<file path="src/rtl/serial_adder.sv">
`default_nettype none
// ============================================================================
// Module   : serial_adder (with its combinational core FA)
// Brief    : Bit-serial WIDTH-bit unsigned adder, {Cout,Sum} = A + B + Cin,
//            one bit per clock LSB-first, carry held in a flip-flop.
// Revision : 1.0 - initial release
// ============================================================================

// Single-bit full adder used as the serial datapath core.
module FA (
  input  logic A,
  input  logic B,
  input  logic Cin,
  output logic Sum,
  output logic Cout
);
  assign Sum  = A ^ B ^ Cin;
  assign Cout = (A & B) | (Cin & (A ^ B));
endmodule

module serial_adder #(
  parameter int WIDTH = 8
) (
  input  logic             SYSCLK,
  input  logic             NSYSRESET,
  input  logic             start,
  input  logic [WIDTH-1:0] A,
  input  logic [WIDTH-1:0] B,
  input  logic             Cin,
  output logic             busy,
  output logic             done,
  output logic [WIDTH-1:0] Sum,
  output logic             Cout
);

  // Bit counter needs at least one bit, even for WIDTH=1.
  localparam int            CNT_W    = (WIDTH > 1) ? $clog2(WIDTH) : 1;
  localparam logic [CNT_W-1:0] CNT_LAST = CNT_W'(WIDTH - 1);

  typedef enum logic [1:0] {
    ST_IDLE  = 2'd0,
    ST_SHIFT = 2'd1,
    ST_DONE  = 2'd2
  } state_t;

  state_t           state, state_next;
  logic [WIDTH-1:0] a_sr, b_sr, res_sr, res_next;
  logic             carry;
  logic [CNT_W-1:0] count;
  logic             fa_sum, fa_cout;

  FA u_fa (
    .A    (a_sr[0]),
    .B    (b_sr[0]),
    .Cin  (carry),
    .Sum  (fa_sum),
    .Cout (fa_cout)
  );

  // New sum bit enters at the MSB so the LSB-first result lands aligned after WIDTH shifts.
  generate
    if (WIDTH == 1) begin : g_res_one
      assign res_next = fa_sum;
    end else begin : g_res_multi
      assign res_next = {fa_sum, res_sr[WIDTH-1:1]};
    end
  endgenerate

  // State register; reset abandons any operation in flight.
  always_ff @(posedge SYSCLK or negedge NSYSRESET) begin
    if (!NSYSRESET) state <= ST_IDLE;
    else            state <= state_next;
  end

  // Next-state and status outputs; start is only looked at in IDLE.
  always_comb begin
    state_next = state;
    busy       = 1'b0;
    done       = 1'b0;
    case (state)
      ST_IDLE:  if (start) state_next = ST_SHIFT;
      ST_SHIFT: begin
        busy = 1'b1;
        if (count == CNT_LAST) state_next = ST_DONE;
      end
      ST_DONE:  begin
        done       = 1'b1;
        state_next = ST_IDLE;
      end
      default:  state_next = ST_IDLE;
    endcase
  end

  // Operand capture, serial add and result publication.
  always_ff @(posedge SYSCLK or negedge NSYSRESET) begin
    if (!NSYSRESET) begin
      a_sr   <= '0;
      b_sr   <= '0;
      res_sr <= '0;
      carry  <= 1'b0;
      count  <= '0;
      Sum    <= '0;
      Cout   <= 1'b0;
    end else begin
      case (state)
        ST_IDLE: begin
          if (start) begin
            a_sr   <= A;
            b_sr   <= B;
            carry  <= Cin;
            count  <= '0;
            res_sr <= '0;
          end
        end
        ST_SHIFT: begin
          res_sr <= res_next;
          carry  <= fa_cout;
          a_sr   <= a_sr >> 1;
          b_sr   <= b_sr >> 1;
          // Hold at the last index so the counter never wraps.
          if (count != CNT_LAST) count <= count + 1'b1;
        end
        ST_DONE: begin
          Sum  <= res_sr;
          Cout <= carry;
        end
        default: ;
      endcase
    end
  end

endmodule
`default_nettype wire
</file>
<file path="config.mk">
export PLATFORM = sky130hd
export DESIGN_NAME = serial_adder
export DESIGN_NICKNAME = d
export VERILOG_FILES = /design/src/rtl/serial_adder.sv
export SDC_FILE = /design/constraint.sdc
export NUM_CORES = 1
export LEC_CHECK = 0
export BUFFER_PORTS_ARGS = -buffer_cell sky130_fd_sc_hd__buf_2
export CORE_MARGIN = 2
export CORE_UTILIZATION = 35
export CTS_BUF_LIST = sky130_fd_sc_hd__clkbuf_16
export CTS_CLUSTER_SIZE = 40
export DETAILED_ROUTE_END_ITERATION = 10
export GPL_ROUTABILITY_DRIVEN = 0
export GPL_TIMING_DRIVEN = 1
export PLACE_DENSITY_LB_ADDON = 0.3
export SYNTH_ARGS = -nofsm -noshare
export SYNTH_HDL_FRONTEND = slang
export SYNTH_SLANG_ARGS = --single-unit
</file>
<file path="constraint.sdc">
create_clock -name SYSCLK -period 1.4 [get_ports SYSCLK]
set_input_delay 0 -clock SYSCLK [delete_from_list [all_inputs] [get_ports SYSCLK]]
set_output_delay 0 -clock SYSCLK [all_outputs]
set_load 0.01 [all_outputs]
</file>
# Word-level counts from Yosys, hierarchy flattened
# Index checks and enable logic that the tools add are counted.
[word_totals]
input_bits = 20
reg_bits = 39
[op_classes]
reduce_logical = 5
bitwise = 5
eq_ne = 7
addsub = 1
n_mux = 16
[op_table]
columns = ["operator", "count"]
rows = [
  ["8-bit one-hot mux with 2 select lines", 3],
  ["8-bit 2-to-1 mux", 3],
  ["3-bit 2-to-1 mux", 2],
  ["2-bit != test (second input constant)", 3],
  ["3-bit one-hot mux with 2 select lines", 1],
  ["2-bit 2-to-1 mux", 2],
  ["2-bit one-hot mux with 2 select lines", 1],
  ["2-bit AND reduction", 2],
  ["3-bit by 1-bit adder with 3-bit output (second input constant)", 1],
  ["3-bit == test (second input constant)", 1],
  ["1-bit 2-to-1 mux", 3],
  ["3-bit != test (second input constant)", 1],
  ["3-bit AND reduction", 1],
  ["1-bit AND", 2],
  ["2-bit by 1-bit == test with 1-bit output (second input constant)", 1],
  ["2-bit == test (second input constant)", 1],
  ["2-bit logical NOT", 1],
  ["1-bit one-hot mux with 2 select lines", 1],
  ["2-bit nonzero test", 1],
  ["1-bit XOR", 2],
  ["1-bit OR", 1],
]

# Depth between registers and ports, before layout
[depth]
word_depth = 4
mapped_depth = 5
depth_no_buf = 4

# Cells and area by module
# From an unflattened synthesis, not the netlist that was laid out.
[unflattened]
hier_cells = 146
hier_area_um2 = 1804.2
[modules_own_cells]
columns = ["mod", "cells_per_inst", "area_each_um2", "seq_area_each_um2", "instances"]
rows = [
  ["serial_adder", 145, 1784.2, 975.9, 1],
  ["FA", 1, 20.0, 0.0, 1],
]

# Worst setup path after synthesis
# OpenSTA, ideal clock, no wires.
[synth_timing]
kind = "register to register"
from = "register state[0]"
to = "register a_sr[6]"
t_arrival_ns = 1.223
slack_ns = 0.055
period_less_slack_ns = 1.345
path_stages_with_launch = 5
setup_ns = 0.123
path_cell_list = "dfrtp_1 -> buf_6 -> buf_6 -> or4b_1 -> o221a_2"
[synth_via]
elab_chain_cells = 3
[synth_rtl]
columns = ["item", "line", "source"]
rows = [
  ["from (decl)", "46", "state_t state, state_next;"],
  ["from (signal assigned)", "72", "else state <= state_next;"],
  ["2-bit by 1-bit == test with 1-bit output or 2-bit logical NOT (tied branches)", "105", "case (state)"],
  ["2-bit nonzero test (no source line) or 2-bit != test (tied branches)", "-", ""],
  ["2-bit AND reduction (no source line)", "-", ""],
  ["to (signal assigned)", "118", "a_sr <= a_sr >> 1;"],
  ["to (decl)", "47", "logic [WIDTH-1:0] a_sr, b_sr, res_sr, res_next;"],
]
# Parallel ways exist; a longest one is shown, timed or not.
# A chain may end at the register's enable or synchronous reset.

# Worst setup path after layout
[layout_timing]
from = "register state[0]"
to = "register b_sr[6]"
[layout_via]
elab_chain_cells = 3
[layout_rtl]
columns = ["item", "line", "source"]
rows = [
  ["2-bit by 1-bit == test with 1-bit output or 2-bit logical NOT (tied branches)", "105", ""],
  ["2-bit nonzero test (no source line) or 2-bit != test (tied branches)", "-", ""],
  ["2-bit AND reduction (no source line)", "-", ""],
  ["to (signal assigned)", "119", "b_sr <= b_sr >> 1;"],
  ["to (decl)", "47", ""],
]
# Parallel ways exist; a longest one is shown, timed or not.

==> results.sh <==
export IMPL_outcome="finished clean"
export IMPL_postRouteAntennaNets=0
export IMPL_yosysUniqueCellTypes=29
export IMPL_numCtsBuffers=5
export IMPL_setup_tns_ns=0
export IMPL_core_area_um2=5070
export IMPL_reg2reg_from="state[0]"
export IMPL_r2r_end="b_sr[6]"
export IMPL_syn_area_um2=1830
export IMPL_rows=26
export IMPL_ys_top_cells_by_count="dfrtp_1, inv_1, buf_2, mux2_2, nor3b_1"
export IMPL_routed_via_density=5.24
export IMPL_clk_latency_ns=0.28
export IMPL_hp_class="in -> reg"
export IMPL_postSynthAreaPerCell_um2=12.5
export IMPL_antenna_cells=0
export IMPL_drv_slew=0
export IMPL_synth_edff_count=0
export IMPL_postPlaceCellArea_um2=2110
export IMPL_vias=1330
export IMPL_critPathCaptureType="register"
export IMPL_totalPowerFinal_mw=5.14
export IMPL_ys_flop_type="dfrtp_1"
export IMPL_power_density_nw_per_um2=2190
export IMPL_drt_wl_total_um=3810
export IMPL_crit_start="state[0]"
export IMPL_dr_pass1_iters=4
export IMPL_final_area_um2=2350
export IMPL_synth_area_leaders="dfrtp_1, mux2_2, o221a_2"
export IMPL_finClkSkew_ns=0.00510
export IMPL_power_leakage_nw=1.09
export IMPL_place_hpwl_um=2640
export IMPL_drv_cap=0
export IMPL_area_growth_pct=28.3
export IMPL_synth_top_area_share=0.533
export IMPL_worstRegToRegCells=3
export IMPL_ios=31
export IMPL_slew_headroom=0.708
export IMPL_grt_usage=0.139
export IMPL_synth_seq_cells=39
export IMPL_clk_pin_slew_worst_paths_ns=0.06
export IMPL_holdPathEnd="a_sr[6]"
export IMPL_grt_pass1_vias=1360
export IMPL_vdd_drop_max_v=0.000743
export IMPL_start_util=0.361
export IMPL_cts_root_buffer="clkbuf_16"
export IMPL_portBuffers=30
export IMPL_worstHoldStart="A[6]"
export IMPL_grt_start_max_net_pins=23
export IMPL_ys_seq_area_frac=0.533
export IMPL_tightestPinTransition_ns=0.438
export IMPL_die_x_um=76.3
export IMPL_worst_setup_path_type="reg -> reg"
export IMPL_rsz0062_at_grt="no"
export IMPL_fmax_mhz=745
export IMPL_crit_fanout=12
export IMPL_fillers=486
export IMPL_synth_cells=146
export IMPL_syn_nets=169
export IMPL_drive_gt1_frac=0.402
export IMPL_clockBufferDepth=2
export IMPL_cts_sinks=39
export IMPL_async_flop_share=1.00
export IMPL_min_path_cells=3
export IMPL_drc=0
export IMPL_cts_tree="done"
export IMPL_grt_overflow_total=0
export IMPL_cp_data_required_time_ns=1.57
export IMPL_hold_viol=0
export IMPL_crit_arrival_ns=1.51
export IMPL_yosysMostFrequentCell="dfrtp_1"
export IMPL_yosys_warnings=0
export IMPL_antenna_found_initial=0
export IMPL_reg2reg_slack_ns=0.06
export IMPL_wl_per_cell_um=15.0
export IMPL_setup_viol=0
export IMPL_htreeDepth=2
export IMPL_cp_start_kind="register"
export IMPL_setup_slack_ns=0.0580
export IMPL_finalNetCount=206
export IMPL_dieArea_um2=5830
export IMPL_yosys_area_top_type="dfrtp_1"
export IMPL_fin_crit_ns=1.34
export IMPL_fin_crit_sh=0.959
export IMPL_drtIter0Drc=56
export IMPL_die_y_um=76.3
export IMPL_post_place_ws_ns=-0.0277
export IMPL_grt_first_pass_wirelength_um=6500
[worst max-delay path, cell delays in order, from the launching register on]
cell	delay [ns]
dfrtp_1	0.42
buf_12	0.16
or4b_1	0.52
o221a_2	0.14
[power breakdown]
| part | total, mW | leakage (nW) | switching [mW] | internal, mW |
|---|---|---|---|---|
| registers | 1.88 | 0.477 | 0.282 | 1.60 |
| logic | 1.80 | 0.525 | 0.842 | 0.956 |
| clock network | 1.46 | 0.0900 | 0.443 | 1.02 |
[kinds of logic (layout without fill, tap and decap cells)]
logic type | after synthesis | after routing | synth area share
and+or+nand+nor | 38 | 38 | 0.162
DFF | 39 | 39 | 0.533
buffers and inverters | 26 | 64 | 0.0683
muxes | 9 | 9 | 0.0553
AOI/OAI and AO/OA | 31 | 31 | 0.157
adders and majority gates | 3 | 3 | 0.0246
[how the worst max path moves through the flow]
stage / depth (start not counted) / slack, ns / endpoint
2_1_floorplan: 4 / 0.05 / a_sr[6]
3_3_place_gp: 4 / 0.07 / count[1]
3_5_place_dp: 4 / -0.03 / count[2]
4_1_cts: 4 / 0.0008 / count[2]
5_1_grt: 4 / 0.004 / a_sr[3]
6_report: 3 / 0.06 / b_sr[6]
[layout make-up]
type,count,area [um2],area share
clock buffers,5,125,0.0532
clock inverters,3,67.6,0.0288
inverters,13,51.3,0.0218
multi-input cells,81,754,0.321
flip-flops and latches,39,976,0.415
well taps,70,87.6,0.0373
repair buffers,43,288,0.122
[state kept, by name, indices dropped and copies added, names as in the netlist]
name and count:
state 2, carry 1, res_sr 8, Cout 1, count 3, a_sr 8
b_sr 8, Sum 8
[layer usage]
metal | up-vias | GRT usage | wire, um
met4 | 0 | 0.0382 | 12
li1 | 616 | - | -
met3 | 2 | 0.0403 | 185
met1 | 674 | 0.180 | 1670
met5 | - | 0 | 0
met2 | 38 | 0.229 | 1940
[metrics by stage]
| step | cells | hold WS [ns] | utilization |
|---|---|---|---|
| 3_5_place_dp | 244 | -0.0335 | 0.416 |
| 2_1_floorplan | 146 | -0.296 | - |
| 5_1_grt | 254 | 0.0819 | 0.463 |
| 4_1_cts | 254 | 0.0623 | 0.460 |
| 6_report | 254 | 0.0669 | 0.463 |
| 3_3_place_gp | 244 | -0.0439 | 0.416 |
[cells in the final DEF, fill, tap and decap left out, types with 2 or more instances in the layout]
master      n
or2b_1      2
buf_12      3
nor3b_1     9
o221ai_2    3
a211oi_1    7
nor4bb_1    2
nand2b_1    3
o221a_2     7
a211o_1     2
dfrtp_1    39
buf_2      30
inv_1      12
nand2_1     2
or4b_1      7
a22o_1      7
nor4b_1     8
clkbuf_16   5
nand3_1     3
bufinv_16   2
mux2_2      9
buf_4       9
[repair_timing]
item                       in CTS  in global routing
hold buffers                    1                  0
setup endpoints to repair       3                  4
setup buffers                   1                  0
resized for setup               2                  4
hold endpoints to repair       17                  0
No activity file was read; power rests on OpenSTA's default activity.
